File: config.mk
export PLATFORM = sky130hd
export DESIGN_NAME = alu_control_muldiv
export DESIGN_NICKNAME = d
export VERILOG_FILES = /design/src/rtl/alu_control_muldiv.sv
export SDC_FILE = /design/constraint.sdc
export NUM_CORES = 1
export LEC_CHECK = 0
export CAP_MARGIN = 30
export CORE_ASPECT_RATIO = 0.6
export CORE_MARGIN = 2
export CORE_UTILIZATION = 40
export CTS_CLUSTER_SIZE = 8
export DETAILED_ROUTE_END_ITERATION = 12
export SLEW_MARGIN = 20
export SYNTH_ARGS = -nofsm -noshare
export SYNTH_HDL_FRONTEND = slang
export SYNTH_SLANG_ARGS = --single-unit
File: constraint.sdc
create_clock -name clk -period 6.6 [get_ports clk]
set_input_delay 0.99 -clock clk [delete_from_list [all_inputs] [get_ports clk]]
set_output_delay 0.99 -clock clk [all_outputs]
set_load 0.02 [all_outputs]
File: src/rtl/alu_control_muldiv.sv
// EX-stage ALU control: ALUOp/Funct decode plus an iterative MULT/DIV sequencer
// that owns HI/LO and stalls the pipeline for WIDTH+1 cycles per operation.
module alu_control_muldiv #(
  parameter int unsigned WIDTH         = 32,
  parameter bit          ENABLE_MULDIV = 1'b1
) (
  input  logic             clk,
  input  logic             rst_n,
  input  logic             valid_i,
  input  logic             flush_i,
  input  logic [1:0]       alu_op,
  input  logic [5:0]       funct,
  input  logic [WIDTH-1:0] rs_val,
  input  logic [WIDTH-1:0] rt_val,
  output logic [3:0]       out_alu_op,
  output logic [1:0]       hilo_sel,
  output logic             stall_o,
  output logic             busy_o,
  output logic             illegal_o,
  output logic [WIDTH-1:0] hi_o,
  output logic [WIDTH-1:0] lo_o
);

  localparam int unsigned CW = $clog2(WIDTH + 1);
  localparam int unsigned W2 = 2 * WIDTH;

  typedef enum logic [1:0] {S_IDLE, S_MUL, S_DIV, S_DONE} state_t;

  state_t           state;
  logic [CW-1:0]    counter;
  logic [W2-1:0]    mcand, acc;
  logic [WIDTH-1:0] opb;          // multiplier (shifted right) or divisor
  logic [WIDTH-1:0] quot, rem, dividend_raw;
  logic             neg_q, neg_r, div_zero;

  logic is_r, is_muldiv_f, is_mfhi, is_mflo, is_mthi, is_mtlo, start, sgn;
  logic [WIDTH-1:0] a_mag, b_mag;

  assign is_r        = (alu_op == 2'b10);
  assign is_muldiv_f = ENABLE_MULDIV && (funct[5:2] == 4'b0110);
  assign is_mfhi     = ENABLE_MULDIV && (funct == 6'b010000);
  assign is_mflo     = ENABLE_MULDIV && (funct == 6'b010010);
  assign is_mthi     = ENABLE_MULDIV && (funct == 6'b010001);
  assign is_mtlo     = ENABLE_MULDIV && (funct == 6'b010011);

  assign start   = valid_i && is_r && is_muldiv_f && (state == S_IDLE);
  assign stall_o = start || (state == S_MUL) || (state == S_DIV);
  assign busy_o  = (state != S_IDLE);

  // ALU operation decode; unknown combinations fall to 0000 with illegal flagged
  always_comb begin
    out_alu_op = 4'b0000;
    illegal_o  = 1'b0;
    case (alu_op)
      2'b00: out_alu_op = 4'b0100;
      2'b01: out_alu_op = 4'b1100;
      2'b10: begin
        case (funct)
          6'b100000: out_alu_op = 4'b0100;
          6'b100010: out_alu_op = 4'b1100;
          6'b100100: out_alu_op = 4'b0000;
          6'b100101: out_alu_op = 4'b0010;
          6'b101010: out_alu_op = 4'b1110;
          6'b100110: out_alu_op = 4'b0110;
          6'b001000: out_alu_op = 4'b0001;
          default: begin
            if (is_muldiv_f || is_mfhi || is_mflo || is_mthi || is_mtlo)
              out_alu_op = 4'b0100;
            else
              illegal_o = 1'b1;
          end
        endcase
      end
      default: illegal_o = 1'b1;
    endcase
  end

  always_comb begin
    hilo_sel = 2'b00;
    if (valid_i && is_r && is_mfhi)      hilo_sel = 2'b01;
    else if (valid_i && is_r && is_mflo) hilo_sel = 2'b10;
  end

  // Signed variants (funct[0]==0) work on magnitudes; the sign is reapplied at the end
  assign sgn   = ~funct[0];
  assign a_mag = (sgn && rs_val[WIDTH-1]) ? (~rs_val + WIDTH'(1)) : rs_val;
  assign b_mag = (sgn && rt_val[WIDTH-1]) ? (~rt_val + WIDTH'(1)) : rt_val;

  // One shift-add step; the last step's sum feeds the result directly
  logic [W2-1:0] acc_nxt, mul_res;
  assign acc_nxt = acc + (opb[0] ? mcand : W2'(0));
  assign mul_res = neg_q ? (~acc_nxt + W2'(1)) : acc_nxt;

  // One restoring-division step: remainder < divisor, so W+1 bits suffice for the trial
  logic [WIDTH:0]   div_tmp, div_diff;
  logic             div_ge;
  logic [WIDTH-1:0] rem_nxt, quot_nxt, q_res, r_res;
  assign div_tmp  = {rem, quot[WIDTH-1]};
  assign div_diff = div_tmp - {1'b0, opb};
  assign div_ge   = ~div_diff[WIDTH];
  assign rem_nxt  = div_ge ? div_diff[WIDTH-1:0] : div_tmp[WIDTH-1:0];
  assign quot_nxt = {quot[WIDTH-2:0], div_ge};
  assign q_res    = neg_q ? (~quot_nxt + WIDTH'(1)) : quot_nxt;
  assign r_res    = neg_r ? (~rem_nxt + WIDTH'(1)) : rem_nxt;

  logic last;
  assign last = (counter == CW'(WIDTH - 1));

  always_ff @(posedge clk or negedge rst_n) begin
    if (!rst_n) begin
      state        <= S_IDLE;
      counter      <= '0;
      mcand        <= '0;
      acc          <= '0;
      opb          <= '0;
      quot         <= '0;
      rem          <= '0;
      dividend_raw <= '0;
      neg_q        <= 1'b0;
      neg_r        <= 1'b0;
      div_zero     <= 1'b0;
      hi_o         <= '0;
      lo_o         <= '0;
    end else begin
      case (state)
        S_IDLE: begin
          if (start && !flush_i) begin
            mcand        <= W2'(a_mag);
            acc          <= '0;
            opb          <= b_mag;
            quot         <= a_mag;
            rem          <= '0;
            dividend_raw <= rs_val;
            neg_q        <= sgn && (rs_val[WIDTH-1] ^ rt_val[WIDTH-1]);
            neg_r        <= sgn && rs_val[WIDTH-1];
            div_zero     <= (rt_val == '0);
            counter      <= '0;
            state        <= funct[1] ? S_DIV : S_MUL;
          end
          if (valid_i && is_r && is_mthi) hi_o <= rs_val;
          if (valid_i && is_r && is_mtlo) lo_o <= rs_val;
        end
        S_MUL: begin
          if (flush_i) begin
            state <= S_IDLE;
          end else begin
            acc     <= acc_nxt;
            mcand   <= mcand << 1;
            opb     <= opb >> 1;
            counter <= counter + CW'(1);
            if (last) begin
              hi_o  <= mul_res[W2-1:WIDTH];
              lo_o  <= mul_res[WIDTH-1:0];
              state <= S_DONE;
            end
          end
        end
        S_DIV: begin
          if (flush_i) begin
            state <= S_IDLE;
          end else begin
            rem     <= rem_nxt;
            quot    <= quot_nxt;
            counter <= counter + CW'(1);
            if (last) begin
              hi_o  <= div_zero ? dividend_raw : r_res;
              lo_o  <= div_zero ? '1 : q_res;
              state <= S_DONE;
            end
          end
        end
        default: state <= S_IDLE;
      endcase
    end
  end

endmodule

==> results of run 1 <==
power groups by stage:
stage          combinational, mW  clock (mW)  sequential, mW
3_5_place_dp                9.97           0            3.43
4_1_cts                     10.0        2.30            3.41
2_1_floorplan               6.63           0            3.32
6_report                    10.4        2.28            3.45
3_3_place_gp                9.97           0            3.44
5_1_grt                     11.2        2.38            3.51
registers in the layout, indices dropped and copies added (netlist names):
name	cells
opb	32
lo_o	32
div_zero	1
dividend_raw	32
rem	32
neg_r	1
quot	32
counter	6
acc	64
state	2
neg_q	1
hi_o	32
mcand	64
logic make-up (layout without fill, tap and decap cells):
logic type                 count (synthesis)  after routing  share of synthesized area
AOI/OAI and AO/OA                       1132           1132                     0.2657
xor gates and xnor gates                 228            228                    0.07349
adders and majority gates                107            107                    0.04982
buffers and inverters                    315            357                    0.04545
DFF                                      331            331                     0.3048
muxes                                     78             78                    0.02919
other                                      0              1                          0
and+or+nand+nor                         1357           1357                     0.2315
cell type report:
class | instances | area, um2 | share of cell area
Multi-Input combinational cell | 2902 | 17720 | 0.5755
Sequential cell | 331 | 8285 | 0.2691
Timing Repair Buffer | 217 | 2090 | 0.06787
Clock buffer | 52 | 1216 | 0.03950
Tap cell | 900 | 1126 | 0.03657
Inverter | 85 | 319.1 | 0.01036
Clock inverter | 3 | 30.03 | 0.0009753
Antenna cell | 1 | 2.502 | 0.00008128
metal layers:
| metal | global-route usage | vias to the layer above | wire length (um) | part of all wire |
|---|---|---|---|---|
| met5 | 0 | - | 0 | 0 |
| met4 | 0.04641 | 0 | 1326 | 0.012 |
| met3 | 0.1125 | 99 | 15560 | 0.14 |
| met2 | 0.3648 | 1457 | 37970 | 0.34 |
| met1 | 0.5190 | 13471 | 56140 | 0.51 |
| li1 | - | 12869 | - | - |
per-stage QoR:
stage	hold slack, ps	setup WS, ps	std cells	total power [mW]
2_1_floorplan	439.1	949.2	3548	9.949
5_1_grt	496.3	43.14	4491	17.06
3_5_place_dp	464.8	660.0	4430	13.40
3_3_place_gp	452.1	667.7	4428	13.41
4_1_cts	479.3	606.8	4485	15.73
6_report	429.9	380.0	4491	16.08
worst min path at each step:
stage | to | slack, ps | start
after floorplan | mcand[63]$_DFFE_PN0P_ | 440 | mcand[63]$_DFFE_PN0P_
after global placement | mcand[63]$_DFFE_PN0P_ | 450 | mcand[63]$_DFFE_PN0P_
after detailed placement | dividend_raw[12]$_DFFE_PN0P_ | 460 | dividend_raw[12]$_DFFE_PN0P_
after CTS | counter[1]$_DFFE_PN0P_ | 480 | rst_n
after global routing | dividend_raw[16]$_DFFE_PN0P_ | 500 | dividend_raw[16]$_DFFE_PN0P_
final | counter[1]$_DFFE_PN0P_ | 430 | rst_n
synth_stat cells, types with 42 or more instances:
cell type	count
ha_1	105
a21oi_1	252
nand2_1	626
nor2_1	245
nand4_1	52
o31ai_1	67
mux2i_1	68
xor2_1	99
o21ai_0	385
a21o_1	42
clkbuf_1	202
a22o_1	45
inv_1	83
and2_1	85
nand3_1	78
dfrtp_1	331
nor3_1	68
xnor2_1	129
worst reg2reg max path: cells and delay by family (launching register included):
| kind | cells | cell delay, ps |
|---|---|---|
| buffers and inverters | 2 | 430 |
| AND/OR/NAND/NOR | 6 | 2240 |
| adder cells (fa/ha/maj) | 2 | 660 |
| AO/OA/AOI/OAI | 6 | 1870 |
| flip-flops | 1 | 620 |
| XOR/XNOR | 1 | 310 |
==> flow_summary.toml, run 1 <==
[sta]
fin_crit_sh = 0.9424
fmax_mhz = 160.8
rsz0062_at_grt = "no"
timing.setup.tns_ps = 0
timing.final.crit_period_ps = 6220
finClkSkew_ps = 31.71
report.final.slew_viol_count = 0
relSlewSlack = 0.3295
finalSetupViolations = 0
final_hold_viol_count = 0
worst_pin_slew_ps = 1003

[routing]
wire_per_inst_um = 24.72
drcViolationCount = 0
post_drt_via_cell_ratio = 6.212
ant_nets = 0
first_pass_iters = 5
wl_um = 111000
vias = 27896
drt_iter0_drc = 4025

[setup_path]
path_buf_inv = 2
cpLargestDelayFamily = "simple AND/OR/NAND/NOR gates"
required_ps = 7100
crit_path_max_fanout = 19
reg2regPathDepth = 17
arrival_ps = 6720
cp-endpoint = "hi_o[10]$_DFFE_PN0P_"
slowest_delay_ps = 700
worstReg2RegEnd = "hi_o[10]$_DFFE_PN0P_"
cp-end-kind = "flop"
crit_slowest_cell = "a221oi_1"
cp.depth = 17
r2r_start = "opb[0]$_DFFE_PN0P_"
startpoint = "opb[0]$_DFFE_PN0P_"
reg2reg_slack_ps = 380
path_cells = "and2_1 -> ha_1 -> inv_1 -> fa_1 -> nand2b_1 -> a21o_1 -> a211oi_1 -> o21ai_0 -> a221oi_1 -> or3b_2 -> nor4_1 -> nand4_1 -> buf_4 -> o31ai_1 -> xor2_1 -> nand2_1 -> a221oi_1"
crit_path_start_kind = "flop"
worstSetupPathType = "flop to flop"
crit_top_cell = "a221oi_1"

[floorplanning]
boundaryPins = 149
die_x_um = 340.5
core_region_area_um2 = 66680
die_y_um = 205.9
dieArea_um2 = 70100
start_util = 0.4075
placementRows = 73

[synth]
synth-edff-count = 0
ys_ff_latch = 331
synth.largest_area_cell = "dfrtp_1"
syn_area_um2 = 27170
synth.top_cells.by_area = "dfrtp_1, nand2_1, o21ai_0"
synth_seq_area_share = 0.3048
synthFlopType = "dfrtp_1"
avgSynthCellArea_um2 = 7.658
synth_cell_type_count = 96
async_reset_ff_frac = 1.000
syn-instance-count = 3548
yosys_warnings = 0
syn_nets = 3731
netlist.area_leader.share = 0.3048

[clock_tree]
clkTransAtPathRegs_ps = 50
clk_latency_ps = 620
cts_tree = "done"
post_cts_buffers = 0
clock-sinks = 331
cts-root-buf = "clkbuf_16"
ctsResizeCount = 0
cts_buffers = 47
hold_buffers = 0
htreeDepth = 2
cts_max_path_buffers = 3

[run_status]
status = "completed"

[layout]
final_cell_mix = "nand2_1, o21ai_0, dfrtp_1"
syn_to_final_growth_pct = 13.31
drive_above_1_share = 0.05348
design_area_um2 = 30790
final_nets = 3767
fin_util = 0.4618
n_fill_cell = 6779
layout_commonest_cell = "nand2_1"

[power_and_ir_drop]
p_clk_frac = 0.142
p_comb_frac = 0.644
p_leak_nw = 13.23
netSwitchingPower_mw = 8.419
pwr_density_cell_nw_per_um2 = 522.2
p_int_mw = 7.658
switching_share = 0.5237
ir_worst_vdd_mv = 0.3528
power_frac_seq = 0.214

[grt]
grt_pass1_vias = 24625
grt_remaining_overflow = 0
grt_max_degree = 121
grt_pass1_wl_um = 166000
antenna_found_initial = 2
grt_use_total = 0.3120

[run]
drv_cap = 0

[place]
gp_congestion = 0.9859
hpwlAfterDp_um = 86200
port_buffers = 148
dpl_cell_area_um2 = 29490

[worst_hold_path]
hp-class = "primary input to asynchronous set/reset pin"
Note: power is estimated with default switching activity, not from simulation.
==> run 2, diff against run 1 <==
- clock period: 6.6 -> 6.21 ns (I/O delays scaled with it)
==> flow_summary.toml, run 2 (same netlist as run 1, synthesis figures left out) <==
[power_and_ir_drop]
ir_worst_vdd_mv = 0.3040
netSwitchingPower_mw = 8.989
p_comb_frac = 0.646
p_int_mw = 8.269
pwr_density_cell_nw_per_um2 = 554.9
p_leak_nw = 13.42
power_frac_seq = 0.211
switching_share = 0.5208
p_clk_frac = 0.143

[floorplanning]
die_y_um = 205.9
placementRows = 73
boundaryPins = 149
die_x_um = 340.5
dieArea_um2 = 70100
core_region_area_um2 = 66680
start_util = 0.4075

[setup_path]
path_buf_inv = 3
startpoint = "opb[0]$_DFFE_PN0P_"
cpLargestDelayFamily = "simple AND/OR/NAND/NOR gates"
arrival_ps = 6410
worstReg2RegEnd = "hi_o[20]$_DFFE_PN0P_"
reg2reg_slack_ps = 290
crit_path_max_fanout = 45
required_ps = 6710
worstSetupPathType = "flop to flop"
crit_slowest_cell = "nor4_1"
cp-endpoint = "hi_o[20]$_DFFE_PN0P_"
cp-end-kind = "flop"
reg2regPathDepth = 18
crit_path_start_kind = "flop"
slowest_delay_ps = 640
cp.depth = 18
r2r_start = "opb[0]$_DFFE_PN0P_"
path_cells = "buf_4 -> and2_1 -> ha_1 -> inv_1 -> fa_1 -> nand2b_1 -> a21o_1 -> a21boi_1 -> nor3_1 -> xnor2_1 -> or4_4 -> nor4_1 -> nand4_1 -> buf_4 -> o31ai_1 -> xor2_1 -> nand2_1 -> a221oi_1"
crit_top_cell = "buf_4"

[routing]
vias = 28010
first_pass_iters = 6
post_drt_via_cell_ratio = 6.180
wire_per_inst_um = 24.95
drt_iter0_drc = 3619
ant_nets = 0
wl_um = 113100
drcViolationCount = 0

[sta]
fmax_mhz = 169.0
report.final.slew_viol_count = 0
rsz0062_at_grt = "no"
finalSetupViolations = 0
timing.final.crit_period_ps = 5916
final_hold_viol_count = 0
finClkSkew_ps = 28.09
relSlewSlack = 0.3024
timing.setup.tns_ps = 0
fin_crit_sh = 0.9527
worst_pin_slew_ps = 1046

[layout]
top_regs = "acc x64, mcand x64"
final_cell_mix = "nand2_1, o21ai_0, dfrtp_1"
layout_commonest_cell = "nand2_1"
design_area_um2 = 31100
final_nets = 3804
syn_to_final_growth_pct = 14.45
fin_util = 0.4664
drive_above_1_share = 0.06424

[grt]
use_met3 = 0.1268
grt_use_met1 = 0.5214
antenna_found_initial = 5
grt_max_degree = 142
grt_remaining_overflow = 0
grt_use_total = 0.3182
grt_pass1_vias = 25227
use_met2 = 0.3712
grt_pass1_wl_um = 169000
grt_busiest_layer = "met1"

[clock_tree]
cts_max_path_buffers = 3
cts-root-buf = "clkbuf_16"
clock-sinks = 331
cts_buffers = 47
clkTransAtPathRegs_ps = 50
htreeDepth = 2
cts_tree = "done"
clk_latency_ps = 620

[place]
dpl_cell_area_um2 = 29730
hpwlAfterDp_um = 87940
gp_congestion = 1.008
port_buffers = 148

[run]
drv_cap = 0

[run_status]
status = "completed"

[worst_hold_path]
hp-class = "primary input to asynchronous set/reset pin"
==> run 2: layout make-up <==
class                   count  area (um2)
well taps                 900        1126
multi-input cells        2902       17730
repair buffers            254        2340
fillers                  6684       35580
flip-flops and latches    331        8285
clock buffers              54        1265
clock inverters             1       20.02
diodes                      5       12.51
inverters                  85       319.1
==> run 2: layer usage <==
| metal | up-vias | share of wire |
|---|---|---|
| met2 | 1477 | 0.34 |
| met1 | 13485 | 0.51 |
| met5 | - | 0.000088 |
| li1 | 12938 | - |
| met4 | 2 | 0.013 |
| met3 | 108 | 0.14 |
==> run 2: worst reg2reg max path: stages (launching register included) <==
cell      delay (ps)
dfrtp_2          350
buf_4            430
and2_1           240
ha_1             240
inv_1             80
fa_1             410
nand2b_1         240
a21o_1           250
a21boi_1         420
nor3_1           120
xnor2_1          270
or4_4            510
nor4_1           640
nand4_1          430
buf_4            320
o31ai_1          280
xor2_1           180
nand2_1          100
a221oi_1         320
==> run 2: repair_timing <==
action / CTS / global route
resized for setup: 0 / 4
hold buffers: 0 / 0
setup endpoints to repair: 0 / 10
setup buffers: 0 / 0
==> run 2: power by group through the flow <==
stage	clock, mW	combinational, mW	sequential (mW)
4_1_cts	2.51	10.8	3.60
5_1_grt	2.58	12.1	3.70
2_1_floorplan	0	7.05	3.53
3_5_place_dp	0	10.7	3.61
6_report	2.47	11.2	3.64
3_3_place_gp	0	10.7	3.64
==> run 2: worst min path at each step <==
stage	start	end	depth (start not counted)	slack (ps)
6_report	rst_n	counter[1]$_DFFE_PN0P_	1	240
5_1_grt	rst_n	counter[1]$_DFFE_PN0P_	1	270
4_1_cts	rst_n	counter[1]$_DFFE_PN0P_	1	240
3_5_place_dp	dividend_raw[12]$_DFFE_PN0P_	dividend_raw[12]$_DFFE_PN0P_	2	460
3_3_place_gp	dividend_raw[12]$_DFFE_PN0P_	dividend_raw[12]$_DFFE_PN0P_	2	460
2_1_floorplan	mcand[63]$_DFFE_PN0P_	mcand[63]$_DFFE_PN0P_	2	440
==> run 2: metrics by stage <==
step                instances  worst slack [ps]  hold slack, ps  power (mW)
finish                   4532             293.7           242.0       17.26
global route             4531             70.50           269.3       18.35
CTS                      4521             279.0           235.1       16.89
detailed placement       4466             326.9           462.7       14.33
global placement         4464             418.0           457.9       14.37
floorplan                3548             559.2           439.1       10.57
